### config.mk
export PLATFORM = sky130hd
export DESIGN_NAME = mips_fetch_unit
export DESIGN_NICKNAME = d
export VERILOG_FILES = /design/src/rtl/mips_fetch_unit.sv
export SDC_FILE = /design/constraint.sdc
export NUM_CORES = 1
export LEC_CHECK = 0
export BUFFER_PORTS_ARGS = -buffer_cell sky130_fd_sc_hd__buf_2
export CORE_MARGIN = 2
export CORE_UTILIZATION = 30
export CTS_CLUSTER_SIZE = 16
export DETAILED_ROUTE_END_ITERATION = 7
export PLACE_DENSITY = 0.58
export SLEW_MARGIN = 20
export SYNTH_ARGS = -nofsm -noshare
export SYNTH_HDL_FRONTEND = slang
export SYNTH_SLANG_ARGS = --single-unit
### constraint.sdc
create_clock -name clk -period 6.8 [get_ports clk]
set_input_delay 1.36 -clock clk [delete_from_list [all_inputs] [get_ports clk]]
set_output_delay 1.36 -clock clk [all_outputs]
set_load 0.05 [all_outputs]
### src/rtl/mips_fetch_unit.sv
// Instruction fetch for the single-cycle MIPS core: owns the PC, zero-latency imem fetch,
// next-PC select (jr > jump > branch > +4), stall holds everything, halts on break or bad target.
module mips_fetch_unit #(
    parameter int unsigned IMEM_AW  = 6,
    parameter logic [31:0] RESET_PC = 32'h0000_0000
) (
    input  logic               clk,
    input  logic               reset,
    input  logic [31:0]        imem_rd,
    input  logic               stall,
    input  logic               pcsrc,
    input  logic [31:0]        signimm,
    input  logic               jump,
    input  logic               jr,
    input  logic [31:0]        jr_addr,
    output logic [IMEM_AW-1:0] imem_addr,
    output logic [31:0]        pc,
    output logic [31:0]        pcplus4,
    output logic [31:0]        instr,
    output logic               instr_valid,
    output logic               halted,
    output logic               fault,
    output logic [31:0]        fetch_count
);

    typedef enum logic [1:0] {
        ST_BOOT = 2'd0,
        ST_RUN  = 2'd1,
        ST_HALT = 2'd2
    } state_t;

    // One past the last byte address backed by instruction memory.
    localparam logic [32:0] MEM_LIMIT = 33'd4 << IMEM_AW;

    state_t      state;
    state_t      state_nxt;
    logic [31:0] branch_tgt;
    logic [31:0] jump_tgt;
    logic [31:0] next_pc;
    logic        is_break;
    logic        tgt_fault;
    logic        run_go;

    assign imem_addr  = pc[IMEM_AW+1:2];
    assign pcplus4    = pc + 32'd4;
    assign branch_tgt = pcplus4 + {signimm[29:0], 2'b00};
    assign jump_tgt   = {pcplus4[31:28], imem_rd[25:0], 2'b00};

    always_comb begin
        next_pc = pcplus4;
        if (jr)
            next_pc = jr_addr;
        else if (jump)
            next_pc = jump_tgt;
        else if (pcsrc)
            next_pc = branch_tgt;
    end

    assign is_break  = (imem_rd[31:26] == 6'd0) && (imem_rd[5:0] == 6'h0D);
    // Running off the top of memory is caught here rather than letting imem_addr alias.
    assign tgt_fault = (next_pc[1:0] != 2'b00) || ({1'b0, next_pc} >= MEM_LIMIT);
    assign run_go    = (state == ST_RUN) && !stall;

    always_ff @(posedge clk or posedge reset) begin
        if (reset)
            state <= ST_BOOT;
        else
            state <= state_nxt;
    end

    always_comb begin
        state_nxt = state;
        case (state)
            ST_BOOT: state_nxt = ST_RUN;
            ST_RUN: begin
                if (!stall && (is_break || tgt_fault))
                    state_nxt = ST_HALT;
            end
            ST_HALT: state_nxt = ST_HALT;
            default: state_nxt = ST_BOOT;
        endcase
    end

    always_comb begin
        instr_valid = 1'b0;
        halted      = 1'b0;
        case (state)
            ST_RUN:  instr_valid = !stall;
            ST_HALT: halted      = 1'b1;
            default: ;
        endcase
    end

    assign instr = instr_valid ? imem_rd : 32'h0;

    always_ff @(posedge clk or posedge reset) begin
        if (reset) begin
            pc          <= RESET_PC;
            fault       <= 1'b0;
            fetch_count <= 32'd0;
        end else if (run_go) begin
            fetch_count <= fetch_count + 32'd1;
            if (tgt_fault)
                fault <= 1'b1;
            if (!is_break && !tgt_fault)
                pc <= next_pc;
        end
    end

endmodule

==> impl_results.md, run 1 <==
* Status: finished clean
* # rows at 53
* Xor and xnor area share after synthesis at 9.27%
* R2r setup slk at 0.83 ns
* RSZ-0062 raised after global routing: false
* Post-synthesis async set-or-reset flop share at 100%
* Num CTS Buffers at 9
* Synth Flop Type: dfrtp_1
* Most frequent CP cell: nand4_1
* Reg-to-Reg Start: pc[5]
* Mux share of post-synthesis cell area at roughly 3.4%
* WP data required at 7.01 ns
* Pwr Density at 167 nW/um^2
* Routability cong. at 0.941
* Die H at 151 um
* Root buf cell: clkbuf_16
* Antenna viol nets, final at 0
* Commonest non-fill, non-tap cells in the layout: buf_2, nand2_1, nor2_1
* Worst-Margin Slew at ~0.85 ns
* FF/Latch Area at 1680 sq um
* Minimum clock period at 5.97 ns
* Critical path class: flop to flop
* R2r worst-path depth at 16
* P_leak at ~0.0042 uW
* Vias in the first global route at around 6.6k
* HPWL Detailed at 20.1 mm
* Hold buffer count at cts at 0
* Worst path arrival time at approximately 6.2 ns
* Via count at 7,079
* Share of layout cells above drive strength 1 at 27.4%
* Pin count of the biggest net entering global routing at 68
* Clock-pin slew on the worst setup and hold paths at 0.05 ns
* Netlist Area Pre-Place at 6520 sq um
* Starting Density at 30.8%
* Largest family of logic cells by synthesized area: simple AND/OR/NAND/NOR gates
* CP peak stage delay at 0.67 ns
* CP endpoint kind: flop
* Cts repair resizes at 0
* Most common cell after layout, fill and taps aside: buf_2
* VDD IR max at 157 uV
* Initial DRC Count at between 600 and 700
* IO Count at 239
* Crit-path slowest cell: nor2_1
* Final Util at between 30% and 40%
* Syn Nets at between 900 and 1k
* IO Port Bufs at 236
* Top delay family on crit path: compound AO/OA/AOI/OAI gates
* Initial antenna violation count at 2
* CP bufs+invs at 1
* Pins over their slew limit at 0
* Netlist cell types at 73
* Compound-gate portion of the synthesized area at 18.8%
* Crit Path Max Fanout at 32
* Post-synth EDFFs at 0
* DRT Wirelength at 24.7 mm
* Fmax achieved at 0.167 GHz
* Critical Path End: pc[3]
* Final period utilization at 87.8%
* FF-to-FF End: pc[3]
* H-tree depth at 3
* Post CTS Setup Buffer Count at 0
* Critical path depth at 16
* Nets at 1,173
* Max_slew headroom at a little over two fifths
* Clock tree from TritonCTS: yes
* Hold Violations, Final at 0
* FILL cells at 2,257
* Remaining DRCs at 0
* CP Cell Sequence: nand4_1, nor2_1, nand4_1, xnor2_1, ha_1, a21o_1, o21bai_1, a221oi_1, mux2_2, a2111oi_0, o211a_1, o2111a_1, or2_2, or4b_1, buf_4, mux2_4
* Die width at 151 um
* Core area at about 21,000 sq um
* Synth Area in Adders at about 7.4%
* Flops & latches, synth at between 60 and 70
* GRT Total Usage at 20.9%
* Finished Cell Area at 8230 sq um
* Startpoint Class: flop
* Fin Setup TNS at 0 ns
* Max_cap viols at 0
* Syn-to-layout area delta at 26.3%
* Synth Warn # at 0
* Area of the multi-input gates at 4510 sq um
* Avg WL per Cell at 18.8 um
* Final setup fails at 0
* Avg Cell Area, Syn at 7.93 sq um
* 1st-pass router iterations at 5
* Mapped Cells at 822
* Clock sink count at 67
* Clk_lat worst skew at approximately 0.33 ns
* Hold Crit Class: flop to flop
* Clk_skew at between 0.008 and 0.009 ns
* Clock Tree Buf Depth at 2
* Total grt overflow at 0
* Vias per cell at approximately 5.4
* Post-synthesis sequential area ratio at 25.7%
* Global-route wire length before repair at around 37 mm
* Cell Area, Placed at 7910 sq um
* Simple-gate share of the synthesized area at a little under a third
* Crit path launch: pc[5]
* Die footprint at between 20,000 and 25,000 sq um
## logic make-up (layout without fill, tap and decap cells)
group,after synthesis,after routing
adder cells (fa/ha/maj),38,38
AND/OR/NAND/NOR,371,371
multiplexers,20,20
XOR/XNOR,69,69
other,0,1
flip-flops,67,67
buffers and inverters,76,291
AO/OA/AOI/OAI,181,181
## where the power goes
group          internal [uW]  switching [uW]  leakage [uW]
Combinational            126             307       0.00316
Sequential               419            24.0      0.000905
Clock                    338             161      0.000162
Total                    883             491       0.00422
## synth_stat cells, drive strengths merged, types with 21 or more instances
cell type / instances / area share [%]
nand2: 84 / 4.8
nor2: 68 / 3.9
dfrtp: 67 / 26
and2: 54 / 5.2
xnor2: 48 / 6.4
a21oi: 47 / 3.6
nand3: 39 / 3.0
ha: 37 / 7.1
nand4: 36 / 3.8
o21ai: 35 / 2.7
clkbuf: 33 / 1.9
inv: 28 / 1.6
xor2: 21 / 2.8
## worst min path at each step
| stage | from | endpoint | depth (start not counted) |
|---|---|---|---|
| CTS | fetch_count[31] | fetch_count[31] | 1 |
| finish | fetch_count[31] | fetch_count[31] | 1 |
| detailed placement | fetch_count[31] | fetch_count[31] | 1 |
| global placement | fault | fault | 1 |
| global route | fetch_count[31] | fetch_count[31] | 1 |
| floorplan | state[0] | state[0] | 2 |
## final cells by class
| class | count | area share, % |
|---|---|---|
| tap | 275 | 4.18 |
| multi-input combinational | 679 | 54.8 |
| clock inverter | 4 | 0.897 |
| antenna | 1 | 0.0304 |
| inverter | 29 | 1.32 |
| sequential | 67 | 20.4 |
| clock buffer | 11 | 3.07 |
| timing repair buffer | 247 | 15.3 |
## metrics by stage
| step | cells | total power [uW] | hold slack [ns] | setup slack [ns] |
|---|---|---|---|---|
| floorplan | 822 | 748 | 0.533 | 0.577 |
| global placement | 1297 | 878 | 0.456 | 0.987 |
| detailed placement | 1297 | 879 | 0.468 | 0.970 |
| CTS | 1312 | 1390 | 0.476 | 0.945 |
| global route | 1313 | 1440 | 0.511 | 0.593 |
| finish | 1313 | 1370 | 0.466 | 0.828 |
## registers in the layout, summed over array words and instances, names as in the netlist
register	count
fetch_count	32
pc	32
fault	1
state	2
## metal layers
| metal | vias to the layer above | part of all wire [%] | GRT usage, % |
|---|---|---|---|
| met5 | - | 0.077 | 0 |
| met4 | 2 | 2.5 | 7.52 |
| met3 | 39 | 8.9 | 4.88 |
| met2 | 291 | 45 | 33.2 |
| met1 | 3327 | 43 | 27.8 |
| li1 | 3420 | - | - |
Power figures use the tool's default switching activity.
==> run 2, diff against run 1 <==
BUFFER_PORTS_ARGS = unset   (was -buffer_cell sky130_fd_sc_hd__buf_2)
DONT_BUFFER_PORTS = 1   (was unset)
PLACE_DENSITY = 0.49   (was 0.58)
clock period = 7.5 ns   (was 6.8 ns; I/O delays follow)
==> impl_results.md, run 2 (synthesis gave the netlist of run 1 again) <==
* # rows at 53
* Total grt overflow at 0
* Clock sink count at 67
* Cts repair resizes at 0
* FF-to-FF End: pc[3]
* Minimum clock period at between 6 and 7 ns
* Avg WL per Cell at between 20 and 25 um
* Share of layout cells above drive strength 1 at 10.7%
* H-tree depth at 3
* GRT Total Usage at 20.5%
* Syn-to-layout area delta at 13.1%
* Total Power at 1180 uW
* RSZ-0062 raised after global routing: false
* Nets at 973
* VDD IR max at 162 uV
* IO Count at roughly 240
* CP Cell Sequence: nand3_1, nor4_1, nand4_1, xnor2_2, ha_1, nand2_1, o21ai_0, nor2b_1, or4_1, nor3_1, nand4_1, nor3_2, nand4_2, or4b_1, buf_4, mux2_4
* Via count at 6,372
* WP data required at 7.71 ns
* P_leak at 0.00335 uW
* Clock-pin slew on the worst setup and hold paths at 0.06 ns
* Pin count of the biggest net entering global routing at 68
* Final setup fails at 0
* Min-delay src: pc[3]
* Final period utilization at 87.0%
* Initial DRC Count at a little under 500
* Status: finished clean
* HPWL Detailed at 19.6 mm
* Die width at 151 um
* Starting Density at roughly 30%
* Post CTS Setup Buffer Count at 0
* Root buf cell: clkbuf_16
* Global-route wire length before repair at approximately 36 mm
* Top delay family on crit path: simple AND/OR/NAND/NOR gates
* Cell Area, Placed at 7040 sq um
* Pwr Density at 161 nW/um^2
* Clock tree from TritonCTS: yes
* Antenna viol nets, final at 0
* Reg-to-Reg Start: pc[14]
* Crit-path slowest cell: xnor2_2
* Pins over their slew limit at 0
* IO Port Bufs at 0
* R2r worst-path depth at 16
* Hold buffer count at cts at 0
* Core area at 21,200 sq um
* Clk_lat worst skew at 0.33 ns
* Worst path arrival time at 6.74 ns
* Initial antenna violation count at 0
* Die footprint at 22,900 sq um
* Hold Violations, Final at 0
* Critical path depth at 16
* Routability cong. at 0.951
* DRT Wirelength at 24.2 mm
* Crit Path Max Fanout at 21
* Critical path class: flop to flop
* Clock Tree Buf Depth at 2
* Fin Setup TNS at 0 ns
* Max_slew headroom at 29.7%
* Startpoint Class: flop
* Clk_skew at a little under 0.006 ns
* Most common cell after layout, fill and taps aside: nand2_1
* Remaining DRCs at 0
* Fmax achieved at ~0.15 GHz
* Largest regs: fetch_count x32, pc x32, state x2
* Max_cap viols at 0
* CP peak stage delay at between 0.8 and 0.9 ns
* Commonest non-fill, non-tap cells in the layout: nand2_1, nor2_1, dfrtp_1
* Finished Cell Area at approximately 7400 sq um
* R2r setup slk at 0.98 ns
* Diodes inserted at 0
* CP bufs+invs at 1
* CP endpoint kind: flop
* Num CTS Buffers at 9
* Vias in the first global route at 6,084
* Worst Hold Depth at 1
* Hold Crit Class: flop to flop
* Most frequent CP cell: nand4_1
* Worst-Margin Slew at 1.05 ns
* Vias per cell at 5.73
* 1st-pass router iterations at 7
* WHS Endpoint: pc[3]
* Die H at 151 um
==> run 2: changes by cell type in the layout (fill, tap and decap cells not counted) <==
cell / delta
nor2b_2: -1
xnor2_1: -6
clkinv_4: -1
buf_2: -236
buf_4: +36
clkbuf_1: +1
clkinvlp_4: +1
xnor2_2: +6
nor2b_4: +1
diode_2: -1
==> run 2: stage by stage <==
step                      utilization, %  cells  hold WS (ns)  setup WS (ns)
after floorplan                        -    822         0.533           1.28
after global placement              33.3   1097         0.496           1.08
after detailed placement            33.3   1097         0.496           1.09
after CTS                           34.9   1113         0.513           1.04
after global routing                34.9   1113         0.531          0.598
final                               34.9   1113         0.514          0.979
==> run 2: where the power goes <==
group	switching, uW	total, uW	leakage [uW]	internal, uW
clock network	151	460	0.000159	308
logic	203	278	0.00228	74.4
registers	68.3	447	0.000905	379
==> run 2: how the worst max path moves through the flow <==
stage	to	slack, ns	start
detailed placement	pc[4]	1.09	pc[14]
floorplan	pc[3]	1.28	pc[18]
global placement	pc[4]	1.08	pc[14]
CTS	pc[3]	1.04	pc[14]
finish	pc[3]	0.98	pc[14]
global route	pc[3]	0.60	pc[14]
==> run 2: final cells by class <==
| cell class | instances | area [sq um] |
|---|---|---|
| fill | 2264 | 13800 |
| sequential | 67 | 1680 |
| tap | 275 | 344 |
| inverter | 29 | 109 |
| multi-input combinational | 679 | 4560 |
| timing repair buffer | 47 | 353 |
| clock buffer | 12 | 256 |
| clock inverter | 4 | 72.6 |
==> run 2: metal layers <==
layer,GRT usage [%],vias up,part of all wire [%]
met2,32.6,272,45
met4,7.94,0,3.0
li1,-,3028,-
met1,26.4,3032,42
met3,5.63,40,9.7
met5,0,-,0
